<file path="config.mk">
export PLATFORM = sky130hd
export DESIGN_NAME = spill_register_chain
export DESIGN_NICKNAME = d
export VERILOG_FILES = /design/src/rtl/spill_register_chain_pkg.sv /design/src/rtl/spill_register_chain_stage.sv /design/src/rtl/spill_register_chain.sv
export SDC_FILE = /design/constraint.sdc
export NUM_CORES = 1
export LEC_CHECK = 0
export CAP_MARGIN = 20
export CORE_MARGIN = 2
export CORE_UTILIZATION = 42
export CTS_CLUSTER_SIZE = 10
export DETAILED_ROUTE_END_ITERATION = 8
export GPL_ROUTABILITY_DRIVEN = 1
export PLACE_DENSITY_LB_ADDON = 0.15
export SYNTH_ARGS = -nofsm -noshare
export SYNTH_HDL_FRONTEND = slang
export SYNTH_SLANG_ARGS = --single-unit
</file>
<file path="constraint.sdc">
create_clock -name clk_i -period 3.6 [get_ports clk_i]
set_clock_uncertainty 0.05 [all_clocks]
set_input_delay 0.36 -clock clk_i [delete_from_list [all_inputs] [get_ports clk_i]]
set_output_delay 0.36 -clock clk_i [all_outputs]
set_load 0.05 [all_outputs]
</file>
<file path="src/rtl/spill_register_chain_pkg.sv">
// Shared helpers for the spill register chain.
// The occupancy width is derived from the stage count so callers never size it by hand.
package spill_register_chain_pkg;

    // Smallest counter able to hold 0..2*num_stages, never narrower than one bit.
    function automatic int spill_cnt_width(input int num_stages);
        int w;
        w = $clog2(2 * num_stages + 1);
        return (w < 1) ? 1 : w;
    endfunction

endpackage

</file>
<file path="src/rtl/spill_register_chain_stage.sv">
// One two-slot spill stage: slot A takes the upstream beat, slot B catches it when
// downstream stalls, so no valid, data or ready path passes straight through.
module spill_register_chain_stage #(
    parameter int DataWidth = 32
) (
    input  logic                 clk_i,
    input  logic                 rst_i,
    input  logic                 flush_i,
    input  logic                 valid_i,
    output logic                 ready_o,
    input  logic [DataWidth-1:0] data_i,
    output logic                 valid_o,
    input  logic                 ready_i,
    output logic [DataWidth-1:0] data_o
);

    logic                 r_a_full;
    logic                 r_b_full;
    logic [DataWidth-1:0] r_a_data;
    logic [DataWidth-1:0] r_b_data;

    logic w_ready;
    logic w_a_fill;
    logic w_a_drain;
    logic w_b_fill;
    logic w_b_drain;

    assign w_ready   = ~r_a_full | ~r_b_full;
    assign w_a_fill  = valid_i & ready_o;
    assign w_a_drain = r_a_full & ~r_b_full;
    assign w_b_fill  = w_a_drain & ~ready_i;
    assign w_b_drain = r_b_full & ready_i;

    // Flush masks both handshake signals so nothing completes in the clearing cycle.
    assign ready_o = w_ready & ~flush_i;
    assign valid_o = (r_a_full | r_b_full) & ~flush_i;
    assign data_o  = r_b_full ? r_b_data : r_a_data;

    always_ff @(posedge clk_i) begin
        if (rst_i || flush_i) begin
            r_a_full <= 1'b0;
            r_b_full <= 1'b0;
        end else begin
            r_a_full <= w_a_fill | (r_a_full & ~w_a_drain);
            r_b_full <= w_b_fill | (r_b_full & ~w_b_drain);
        end
    end

    // Payload registers carry no reset; the full flags alone qualify them.
    always_ff @(posedge clk_i) begin
        if (w_a_fill) begin
            r_a_data <= data_i;
        end
        if (w_b_fill) begin
            r_b_data <= r_a_data;
        end
    end

endmodule

</file>
<file path="src/rtl/spill_register_chain.sv">
// Flushable cascade of spill stages with an occupancy counter; NumStages=0 is a
// plain wire-through with no state.
module spill_register_chain
    import spill_register_chain_pkg::*;
#(
    parameter int DataWidth = 32,
    parameter int NumStages = 1,
    parameter int CntWidth  = spill_cnt_width(NumStages)
) (
    input  logic                 clk_i,
    input  logic                 rst_i,
    input  logic                 flush_i,
    input  logic                 valid_i,
    output logic                 ready_o,
    input  logic [DataWidth-1:0] data_i,
    output logic                 valid_o,
    input  logic                 ready_i,
    output logic [DataWidth-1:0] data_o,
    output logic [CntWidth-1:0]  occupancy_o
);

    if (NumStages > 0) begin : g_chain
        logic                 w_valid [NumStages+1];
        logic                 w_ready [NumStages+1];
        logic [DataWidth-1:0] w_data  [NumStages+1];
        logic                 w_up;
        logic                 w_dn;
        logic [CntWidth-1:0]  r_occ;

        assign w_valid[0]         = valid_i;
        assign w_data[0]          = data_i;
        assign ready_o            = w_ready[0];
        assign valid_o            = w_valid[NumStages];
        assign data_o             = w_data[NumStages];
        assign w_ready[NumStages] = ready_i;

        for (genvar k = 0; k < NumStages; k++) begin : g_stage
            spill_register_chain_stage #(
                .DataWidth (DataWidth)
            ) u_stage (
                .clk_i   (clk_i),
                .rst_i   (rst_i),
                .flush_i (flush_i),
                .valid_i (w_valid[k]),
                .ready_o (w_ready[k]),
                .data_i  (w_data[k]),
                .valid_o (w_valid[k+1]),
                .ready_i (w_ready[k+1]),
                .data_o  (w_data[k+1])
            );
        end

        // Tracks beats in flight from the endpoint handshakes, mirroring the sum of full flags.
        assign w_up = valid_i & ready_o;
        assign w_dn = valid_o & ready_i;

        always_ff @(posedge clk_i) begin
            if (rst_i || flush_i) begin
                r_occ <= '0;
            end else if (w_up && !w_dn) begin
                r_occ <= r_occ + CntWidth'(1);
            end else if (w_dn && !w_up) begin
                r_occ <= r_occ - CntWidth'(1);
            end
        end

        assign occupancy_o = r_occ;

`ifndef SYNTHESIS
        a_data_stable : assert property (@(posedge clk_i) disable iff (rst_i)
            (valid_o && !ready_i) |=> (flush_i || $stable(data_o)));
        a_valid_hold : assert property (@(posedge clk_i) disable iff (rst_i)
            (valid_o && !ready_i) |=> (valid_o || flush_i));
        a_occ_bound : assert property (@(posedge clk_i) disable iff (rst_i)
            int'(occupancy_o) <= 2 * NumStages);
`endif
    end else begin : g_bypass
        logic w_unused;

        assign ready_o     = ready_i;
        assign valid_o     = valid_i;
        assign data_o      = data_i;
        assign occupancy_o = '0;
        assign w_unused    = clk_i ^ rst_i ^ flush_i;
    end

endmodule
</file>
==> run_results.csv <==
group,metric,value,unit
cts,insertion_delay,330,ps
placement,hpwl,2.99,mm
sta,hold_slack,398,ps
yosys,synth_area_leader_cell,"edfxtp_1",
yosys,synth_xor_area_frac,0.00706,
routing,wl_per_cell,16.1,um
placement,place_congestion,0.695,
worst_setup_path,cp.depth,3,
power,peakVddDrop,0.000291,V
worst_setup_path,r2r-start,"g_chain.g_stage[0].u_stage.r_b_full",
sta,rsz0062_at_grt,"no",
routing,via_count,1376,
cts,cts_hold_buf,0,
global_route,grt_overflow,0,
placement,dp_slack,1130,ps
worst_setup_path,cp_max_fo,36,
final_layout,layout-drive-gt1-share,0.251,
global_route,antenna_found_initial,0,
worst_setup_path,crit_path_start_kind,"flop",
cts,cts.path.max_buffers,2,
yosys,syn_area,2480,sq um
yosys,synthTopCellsByArea,"edfxtp_1 77%, mux2_2 15%, dfxtp_1 3.2%, buf_2 0.81%, xor2_1 0.71%",
final_layout,syn_to_final_growth,39.9,%
worst_setup_path,path_delay_family,"flip-flops",
yosys,syn-mean-instance-area,20.7,sq um
cts,cts_setup_buffers,0,
worst_setup_path,worstRegToRegCells,6,
worst_setup_path,path_common_cell,"nor2_1",
cts,cts_resized,0,
worst_setup_path,crit_arrival,2370,ps
routing,first_pass_iters,4,
yosys,synthMuxAreaShare,0.145,
final_layout,final_util,0.597,
yosys,yosysSeqAreaShare,0.806,
worst_setup_path,reg2reg_to,"occupancy_o[1]",
yosys,synth.net_count,158,
final_layout,antenna_cells,0,
cts,numCtsBuffers,9,
routing,wirelength,4.55,mm
hold_path,hold_class,"reg2reg",
worst_setup_path,slowest_delay,890,ps
yosys,yosysUniqueCellTypes,16,
global_route,grt_use_total,0.151,
floorplan,coreArea,5820,sq um
cts,cts.sinks,68,
hold_path,min_path_cells,0,
yosys,synth_top_area_frac,0.774,
job,maxCapViolCount,0,
sta,fin_ws,817,ps
hold_path,worstHoldStart,"g_chain.g_stage[0].u_stage.r_a_data[10]",
floorplan,dieArea,6540,sq um
placement,io_buffers,72,
floorplan,die_x,80.9,um
yosys,synthSimpleGateAreaFrac,0.0192,
outcome,status,"finished, final reports clean",
routing,ant_nets,0,
routing,drcViolationCount,0,
floorplan,start_util,0.427,
sta,slew_headroom,0.431,
cts,htreeDepth,3,
floorplan,pin_count,73,
global_route,grt_pass1_wl,6.96,mm
power,power_leakage,1.15,nW
cts,cts_tree,"done",
final_layout,nNetsFinal,240,
sta,final.min_clock_period,2780,ps
cts,clkTransAtPathRegs,70,ps
cts,clk_root_buffer_cell,"clkbuf_8",
sta,fmax,359,MHz
sta,hold_viol_final,0,
yosys,synthCells,120,
worst_setup_path,worstSetupEndpointType,"primary output",
worst_setup_path,cp_num_buf_inv,1,
sta,setup_tns,0,ps
yosys,synth_top_family_by_area,"multiplexers",
yosys,yosysWarningCount,0,
yosys,ys_ff_latch,68,
sta,setup_viol_count_final,0,
sta,report.final.slew_viol_count,0,
power,power_density,462,nW/um^2
global_route,first_global_vias,1449,
yosys,synth_compound_area_frac,0.00907,
sta,tightest_slew,853,ps
worst_setup_path,crit_slowest_cell,"dfxtp_2",
yosys,synth_fa_ha_area_frac,0.00504,
sta,post-route-period-util,0.773,
floorplan,rows,28,
worst_setup_path,required,3190,ps
floorplan,die_y,80.9,um
power,p_total,0.00160,W
worst_setup_path,ff2ff_setup_slack,1140,ps
hold_path,hold_end,"g_chain.g_stage[0].u_stage.r_b_data[10]",
routing,initialDrtViolationCount,40,
routing,vias_per_cell,4.88,
worst_setup_path,critPathKind,"reg2out",
worst_setup_path,crit_chain,"nor2_1 -> nor2_1 -> clkdlybuf4s50_1",
global_route,grt_max_degree,37,
-- registers in the layout, summed over array words and instances, names as in the netlist --
signal                            cells
g_chain.g_stage.u_stage.r_a_data     32
g_chain.g_stage.u_stage.r_a_full      1
g_chain.g_stage.u_stage.r_b_data     32
g_chain.g_stage.u_stage.r_b_full      1
occupancy_o                           2
-- synth_stat cells --
cell type  instances
or3_1              1
a21oi_1            2
ha_1               1
dfxtp_1            4
nor2_1             2
buf_2              4
nor3_1             2
nor4_1             1
a211oi_1           1
and2_1             1
mux2_2            32
edfxtp_1          64
xor2_1             2
nor3b_1            1
o21ai_0            1
nand2_1            1
-- layout by cell type, fill, tap and decap left out --
cell type,instances
dfxtp_1,3
nor3_1,2
ha_1,1
a211oi_1,1
o21ai_0,1
clkinv_2,2
a21oi_1,2
dfxtp_2,1
xor2_1,2
clkdlybuf4s50_1,72
buf_4,3
nor2_1,2
mux2_2,32
edfxtp_1,64
nor4_1,1
clkinv_1,1
clkbuf_8,9
nand2_1,1
or3_1,1
and2_1,1
clkinvlp_4,4
nor3b_2,1
-- metal layers --
| layer | global-route usage | wire length, um | vias up |
|---|---|---|---|
| met2 | 0.246 | 2310 | 62 |
| li1 | - | - | 639 |
| met5 | 0 | 0 | - |
| met4 | 0.0915 | 60 | 0 |
| met1 | 0.181 | 1930 | 667 |
| met3 | 0.0378 | 242 | 8 |
-- cell type report --
cell class	instances	area (sq um)
Clock buffer	9	124
Clock inverter	7	43.8
Fill cell	467	2340
Multi-Input combinational cell	48	465
Sequential cell	68	2000
Tap cell	75	93.8
Timing Repair Buffer	75	743
-- cells by family (layout without fill, tap and decap cells) --
| family | Yosys count | after routing |
|---|---|---|
| DFF | 68 | 68 |
| muxes | 32 | 32 |
| and+or+nand+nor | 9 | 9 |
| AOI/OAI and AO/OA | 4 | 4 |
| buffers and inverters | 4 | 91 |
| xor gates and xnor gates | 2 | 2 |
| adders and majority gates | 1 | 1 |
-- through the flow --
step | cell area [sq um] | cells
after floorplan | 2480 | 120
after global placement | 3310 | 266
after detailed placement | 3310 | 266
after CTS | 3470 | 282
after global routing | 3470 | 282
final | 3470 | 282
-- how the worst max path moves through the flow --
| stage | start | end |
|---|---|---|
| after floorplan | g_chain.g_stage[0].u_stage.r_b_full | g_chain.g_stage[0].u_stage.r_b_data[0] |
| after global placement | g_chain.g_stage[0].u_stage.r_b_full | data_o[24] |
| after detailed placement | g_chain.g_stage[0].u_stage.r_b_full | occupancy_o[1] |
| after CTS | g_chain.g_stage[0].u_stage.r_b_full | valid_o |
| after global routing | g_chain.g_stage[0].u_stage.r_b_full | valid_o |
| final | g_chain.g_stage[0].u_stage.r_b_full | valid_o |
-- where the power goes --
group	switching (W)	internal [W]	total (W)	leakage, nW
combinational	0.0000991	0.0000806	0.000180	0.446
sequential	0.0000115	0.000891	0.000902	0.624
clock	0.000277	0.000244	0.000521	0.0747
-- worst register-to-register path, cell delays in order, from the launching register on --
cell,delay [ps]
dfxtp_2,890
a21oi_1,190
and2_1,240
ha_1,220
xor2_1,160
or3_1,310
a211oi_1,290
Power figures use the tool's default switching activity.
